## src/rtl/ram_seq_ctrl.sv

```systemverilog
// Label-RAM port controller: clear sequencer, pipelined saturating increment
// with read-during-write forwarding, and pass-through CGR/SQG writes.
module ram_seq_ctrl #(
    parameter int                   ADDR_LEN = 16,
    parameter int                   DATA_LEN = 8,
    parameter int                   DEPTH    = 2**ADDR_LEN,
    parameter logic [DATA_LEN-1:0]  CLR_VAL  = '0,
    parameter bit                   SAT      = 1'b1
) (
    input  logic                CLK,
    input  logic                RST,
    input  logic                clr_start,
    input  logic                BC_mode,
    input  logic                inc_valid,
    input  logic [ADDR_LEN-1:0] XY,
    output logic                inc_ready,
    input  logic                wen_cgr,
    input  logic                wen_sqg,
    input  logic [ADDR_LEN-1:0] BC_rd_addr,
    input  logic [ADDR_LEN-1:0] BC_wr_addr,
    input  logic [DATA_LEN-1:0] ML1XY,
    input  logic [DATA_LEN-1:0] ram_rd_data,
    output logic                wr_en,
    output logic [ADDR_LEN-1:0] wr_addr,
    output logic [DATA_LEN-1:0] wr_data,
    output logic [ADDR_LEN-1:0] rd_addr,
    output logic                clr_busy,
    output logic                clr_done,
    output logic                drop_err
);

    localparam int CNT_W = (DEPTH > 1) ? $clog2(DEPTH) : 1;
    localparam logic [CNT_W-1:0] CNT_LAST = CNT_W'(DEPTH - 1);

    typedef enum logic {IDLE, CLEAR} state_t;

    state_t              state_q, state_d;
    logic [CNT_W-1:0]    cnt_q, cnt_d;
    logic                clr_done_q, clr_done_d;
    logic                drop_err_q, drop_err_d;
    logic                s1_valid_q, s1_valid_d;
    logic [ADDR_LEN-1:0] s1_addr_q, s1_addr_d;
    logic                lw_valid_q;
    logic [ADDR_LEN-1:0] lw_addr_q;
    logic [DATA_LEN-1:0] lw_data_q;

    logic                pt_wen;
    logic                accept;
    logic [DATA_LEN-1:0] inc_src;
    logic [DATA_LEN-1:0] inc_val;

    // The RAM returns stale data on read-during-write, so the previous
    // cycle's write is forwarded when it hits the stage-1 address.
    assign inc_src = (lw_valid_q && (lw_addr_q == s1_addr_q)) ? lw_data_q : ram_rd_data;
    assign inc_val = (SAT && (&inc_src)) ? inc_src : inc_src + DATA_LEN'(1);

    assign pt_wen   = wen_cgr | wen_sqg;
    assign accept   = inc_valid & inc_ready;
    assign clr_busy = (state_q == CLEAR);
    assign clr_done = clr_done_q;
    assign drop_err = drop_err_q;

    always_comb begin
        state_d    = state_q;
        cnt_d      = cnt_q;
        clr_done_d = 1'b0;
        drop_err_d = drop_err_q;
        s1_valid_d = 1'b0;
        s1_addr_d  = s1_addr_q;
        inc_ready  = !RST && (state_q == IDLE) && BC_mode && !clr_start;
        rd_addr    = BC_mode ? XY : BC_rd_addr;
        wr_en      = 1'b0;
        wr_addr    = BC_wr_addr;
        wr_data    = ML1XY;

        case (state_q)
            CLEAR: begin
                wr_en   = 1'b1;
                wr_addr = ADDR_LEN'(cnt_q);
                wr_data = CLR_VAL;
                cnt_d   = cnt_q + CNT_W'(1);
                if (cnt_q == CNT_LAST) begin
                    state_d    = IDLE;
                    cnt_d      = '0;
                    clr_done_d = 1'b1;
                end
            end
            default: begin
                if (clr_start) begin
                    state_d = CLEAR;
                    cnt_d   = '0;
                end
            end
        endcase

        if (s1_valid_q && (state_q != CLEAR)) begin
            wr_en   = 1'b1;
            wr_addr = s1_addr_q;
            wr_data = inc_val;
        end else if ((state_q == IDLE) && !BC_mode && pt_wen && !RST) begin
            wr_en   = 1'b1;
            wr_addr = BC_wr_addr;
            wr_data = ML1XY;
        end

        if (accept) begin
            s1_valid_d = 1'b1;
            s1_addr_d  = XY;
        end

        if ((state_q == IDLE) && clr_start)
            drop_err_d = 1'b0;
        else if (pt_wen && ((state_q == CLEAR) || BC_mode || s1_valid_q))
            drop_err_d = 1'b1;
    end

    always_ff @(posedge CLK or posedge RST) begin
        if (RST) begin
            state_q    <= IDLE;
            cnt_q      <= '0;
            clr_done_q <= 1'b0;
            drop_err_q <= 1'b0;
            s1_valid_q <= 1'b0;
            s1_addr_q  <= '0;
            lw_valid_q <= 1'b0;
            lw_addr_q  <= '0;
            lw_data_q  <= '0;
        end else begin
            state_q    <= state_d;
            cnt_q      <= cnt_d;
            clr_done_q <= clr_done_d;
            drop_err_q <= drop_err_d;
            s1_valid_q <= s1_valid_d;
            s1_addr_q  <= s1_addr_d;
            lw_valid_q <= wr_en;
            lw_addr_q  <= wr_addr;
            lw_data_q  <= wr_data;
        end
    end

endmodule

```

## config.mk

```make
export PLATFORM = sky130hd
export DESIGN_NAME = ram_seq_ctrl
export DESIGN_NICKNAME = d
export VERILOG_FILES = /design/src/rtl/ram_seq_ctrl.sv
export SDC_FILE = /design/constraint.sdc
export NUM_CORES = 1
export LEC_CHECK = 0
export CAP_MARGIN = 20
export CORE_MARGIN = 2
export CORE_UTILIZATION = 43
export CTS_BUF_LIST = sky130_fd_sc_hd__clkbuf_4
export DETAILED_ROUTE_END_ITERATION = 7
export GPL_TIMING_DRIVEN = 0
export PLACE_DENSITY = 0.79
export SYNTH_ARGS = -nofsm -noshare
export SYNTH_HDL_FRONTEND = slang
export SYNTH_SLANG_ARGS = --single-unit
```

## constraint.sdc

```tcl
create_clock -name CLK -period 2.4 [get_ports CLK]
set_input_delay 0.48 -clock CLK [delete_from_list [all_inputs] [get_ports CLK]]
set_output_delay 0.48 -clock CLK [all_outputs]
set_load 0.005 [all_outputs]
```

==> reports/metrics.yaml <==
clk_path_buf_depth: 2
syn_nets: 420
clock_sinks: 61
rows: 32
ys_warn_count: 0
period_share_pct: 121
critPathKind: "reg -> out"
reg2reg_from: "s1_addr_q[15]"
dp_hpwl_mm: 7.73
synth_flop_cell: "dfrtp_1"
syn2layout_area_growth_pct: 58.4
finalHoldViolCount: 0
cts_buffers: 9
slowest_delay_ns: 0.41
ys_seq_area_share_pct: 43.8
p_per_area_nw_per_um2: 571
drive_above_1_share_pct: 30.3
start_util_pct: 44.6
reg2reg_setup_slack_ns: 0.14
rr_worst_depth: 10
grt_pass1_vias: 3634
slowest_stage: "dfrtp_1"
gr-usage-all-layers_pct: 27.8
finalPower_uw: 3150
antenna_found_initial: 0
tns_ns: -3.07
rsz0062_at_grt: "yes"
wl_mm: 11.6
die_area_um2: 8840
cts_root_buffer: "clkbuf_4"
die_h_um: 94.0
grt_pass1_wl_mm: 18.7
worstPathCellList: "xnor2_2 > buf_4 > nand4_1 > nor4_4 > buf_4 > nand3_2 > a311oi_2 > buf_2"
hold_path.class: "in -> async"
place_area_um2: 4840
drtAntennaViolNets: 0
grt_busiest_layer: "met2"
holdBufCountCts: 0
grt_util_met3_pct: 5.46
place_ws_ns: -1.03
cp.arrival_ns: 2.42
gr-total-overflow: 0
clk_latency_ns: 0.42
crit_family: "simple AND/OR/NAND/NOR gates"
io_pins: 116
finalNonFillerCells: 620
ys_types: 49
worst-path-max-fanout: 3
async_reset_ff_share_pct: 100
htreeDepth: 3
setup_viol: 8
wire_per_inst_um: 18.8
cts_tree: "done"
vias: 3530
grt_use_met1_pct: 34.5
fmax_ghz: 0.345
r2r-end: "lw_data_q[2]"
vias_per_cell: 5.69
worst_setup_path_start_kind: "flip-flop"
end_kind: "output pin"
grt_use_met2_pct: 47.6
slew_viol_final: 0
status: "finished, violations left"
synth_edf_count: 0
netlist_area_um2: 3480
coreArea_um2: 7810
grt_max_degree: 24
fin_area_um2: 5520
diodes: 0
postSynthCellCount: 348
setup_ws_ns: -0.498
max_slew_margin_pct: 60.5
die_w_um: 94.0
drtIter0Drc: 220
postSynthAreaPerCell_um2: 10.0
port_buffers: 114
leakagePower_uw: 0.00246
drt_pass1_iterations: 5
fin_nets: 586
ir_drop_mv: 0.415
dp_cells: 565
cp_data_required_time_ns: 1.92
cap_viol_max_count: 0
drc: 0
place.gp.congestion: 0.926
critical_path.most_common_cell: "buf_4"
cp_num_cells: 8
cp_num_buf_inv: 3
finalClockSkew_ns: 0.00961
post-route-min-period_ns: 2.90
ys_ff_latch: 61
failed_checks: "negative setup slack"
clk_pin_slew_worst_paths_ns: 0.10
worst_slew_pin_slew_ns: 0.589
[cell type report]
class | instances | area (um^2)
fill | 563 | 2290
multi-input combinational | 262 | 2110
clock buffer | 9 | 67.6
timing repair buffer | 156 | 1450
tap | 102 | 128
inverter | 7 | 33.8
clock inverter | 6 | 55.1
timing repair inverter | 2 | 10.0
sequential | 61 | 1530
buffer | 15 | 141
[cells in the mapped netlist, types with 2 or more instances]
cell type	n	area [um^2]
a21boi_0	2	15.0
a21o_2	2	17.5
a21oi_1	18	90.1
a221o_1	3	30.0
a22o_1	4	35.0
a311oi_1	3	26.3
a31oi_1	13	81.3
a41oi_1	2	17.5
and2_1	4	25.0
and3_1	8	50.1
and4_1	4	35.0
buf_2	6	30.0
clkbuf_1	10	37.5
dfrtp_1	61	1530
inv_1	7	26.3
mux2_2	33	372
mux2i_1	17	170
nand2_1	32	120
nand2b_1	4	25.0
nand3_1	14	70.1
nand3b_1	2	15.0
nand4_1	11	68.8
nor2_1	17	63.8
nor3_1	3	15.0
nor4_4	2	42.5
o211ai_1	2	15.0
o21ai_0	24	120
o31ai_1	2	15.0
or3_1	2	12.5
xnor2_1	15	131
xor2_1	3	26.3
[worst max-delay path by stage]
stage                             start            to  slack (ns)
after global placement              RST     inc_ready       -1.37
after CTS                 lw_addr_q[15]    wr_data[5]       -0.41
after floorplan                     RST  s1_addr_q[0]       -0.12
after detailed placement            RST     inc_ready       -1.03
final                      lw_addr_q[9]    wr_data[6]       -0.50
after global routing       s1_addr_q[9]    wr_data[6]       -0.59
[where the power goes]
part | total, uW | leakage (uW) | internal, uW | switching [uW]
Combinational | 1060 | 0.00162 | 571 | 488
Clock | 681 | 0.0000666 | 301 | 380
Sequential | 1410 | 0.000774 | 1200 | 208
[layer usage]
metal	up-vias	wire, um
met5	-	0
met1	1724	4760
li1	1616	-
met2	168	6010
met4	0	201
met3	22	676
[stage by stage]
| step | hold WS [ns] | utilization (%) |
|---|---|---|
| finish | 0.250 | 70.7 |
| global placement | 0.501 | 61.7 |
| global route | 0.274 | 70.7 |
| floorplan | 0.465 | - |
| CTS | 0.284 | 69.8 |
| detailed placement | 0.518 | 62.0 |
[state kept, by name, summed over array words and instances, names as in the netlist]
| signal | flops |
|---|---|
| lw_data_q | 8 |
| cnt_q | 16 |
| drop_err | 1 |
| clr_done | 1 |
| lw_addr_q | 16 |
| s1_valid_q | 1 |
| lw_valid_q | 1 |
| clr_busy | 1 |
| s1_addr_q | 16 |
[cell usage in the layout (no fill, tap or decap), drive strengths merged, types with 15 or more instances in the layout]
cell,Yosys,layout
buf,8,57
dfrtp,61,61
xnor2,15,15
clkbuf,10,17
o21ai,24,24
nor2,17,17
mux2,33,33
mux2i,17,17
nand3,15,15
dlygate4sd2,0,19
a21oi,19,19
clkdlybuf4s50,0,83
nand2,32,32
[logic make-up (layout without fill, tap and decap cells)]
| logic type | after synthesis | after routing | synth area share [%] |
|---|---|---|---|
| compound gates | 83 | 83 | 15.2 |
| mux | 50 | 50 | 15.5 |
| buf+inv | 25 | 195 | 3.12 |
| xor+xnor | 18 | 18 | 4.52 |
| fa+ha+maj | 1 | 1 | 0.359 |
| flops | 61 | 61 | 43.8 |
| simple gates | 110 | 110 | 17.4 |
[worst reg2reg max path: stages (launching register included)]
cell and delay (ns):
dfrtp_1 0.42, xnor2_2 0.19, buf_4 0.16, nand4bb_4 0.13
or3_4 0.45, o211ai_1 0.21, nand3_1 0.14, buf_4 0.16
buf_6 0.10, buf_6 0.10, buf_6 0.10
[repair_timing]
action                     CTS  global route
cloned                       2             0
setup buffers               35            10
gates resized for setup    124            13
setup endpoints to repair   52            13
pin swaps                   28            12
Power figures use the tool's default switching activity.
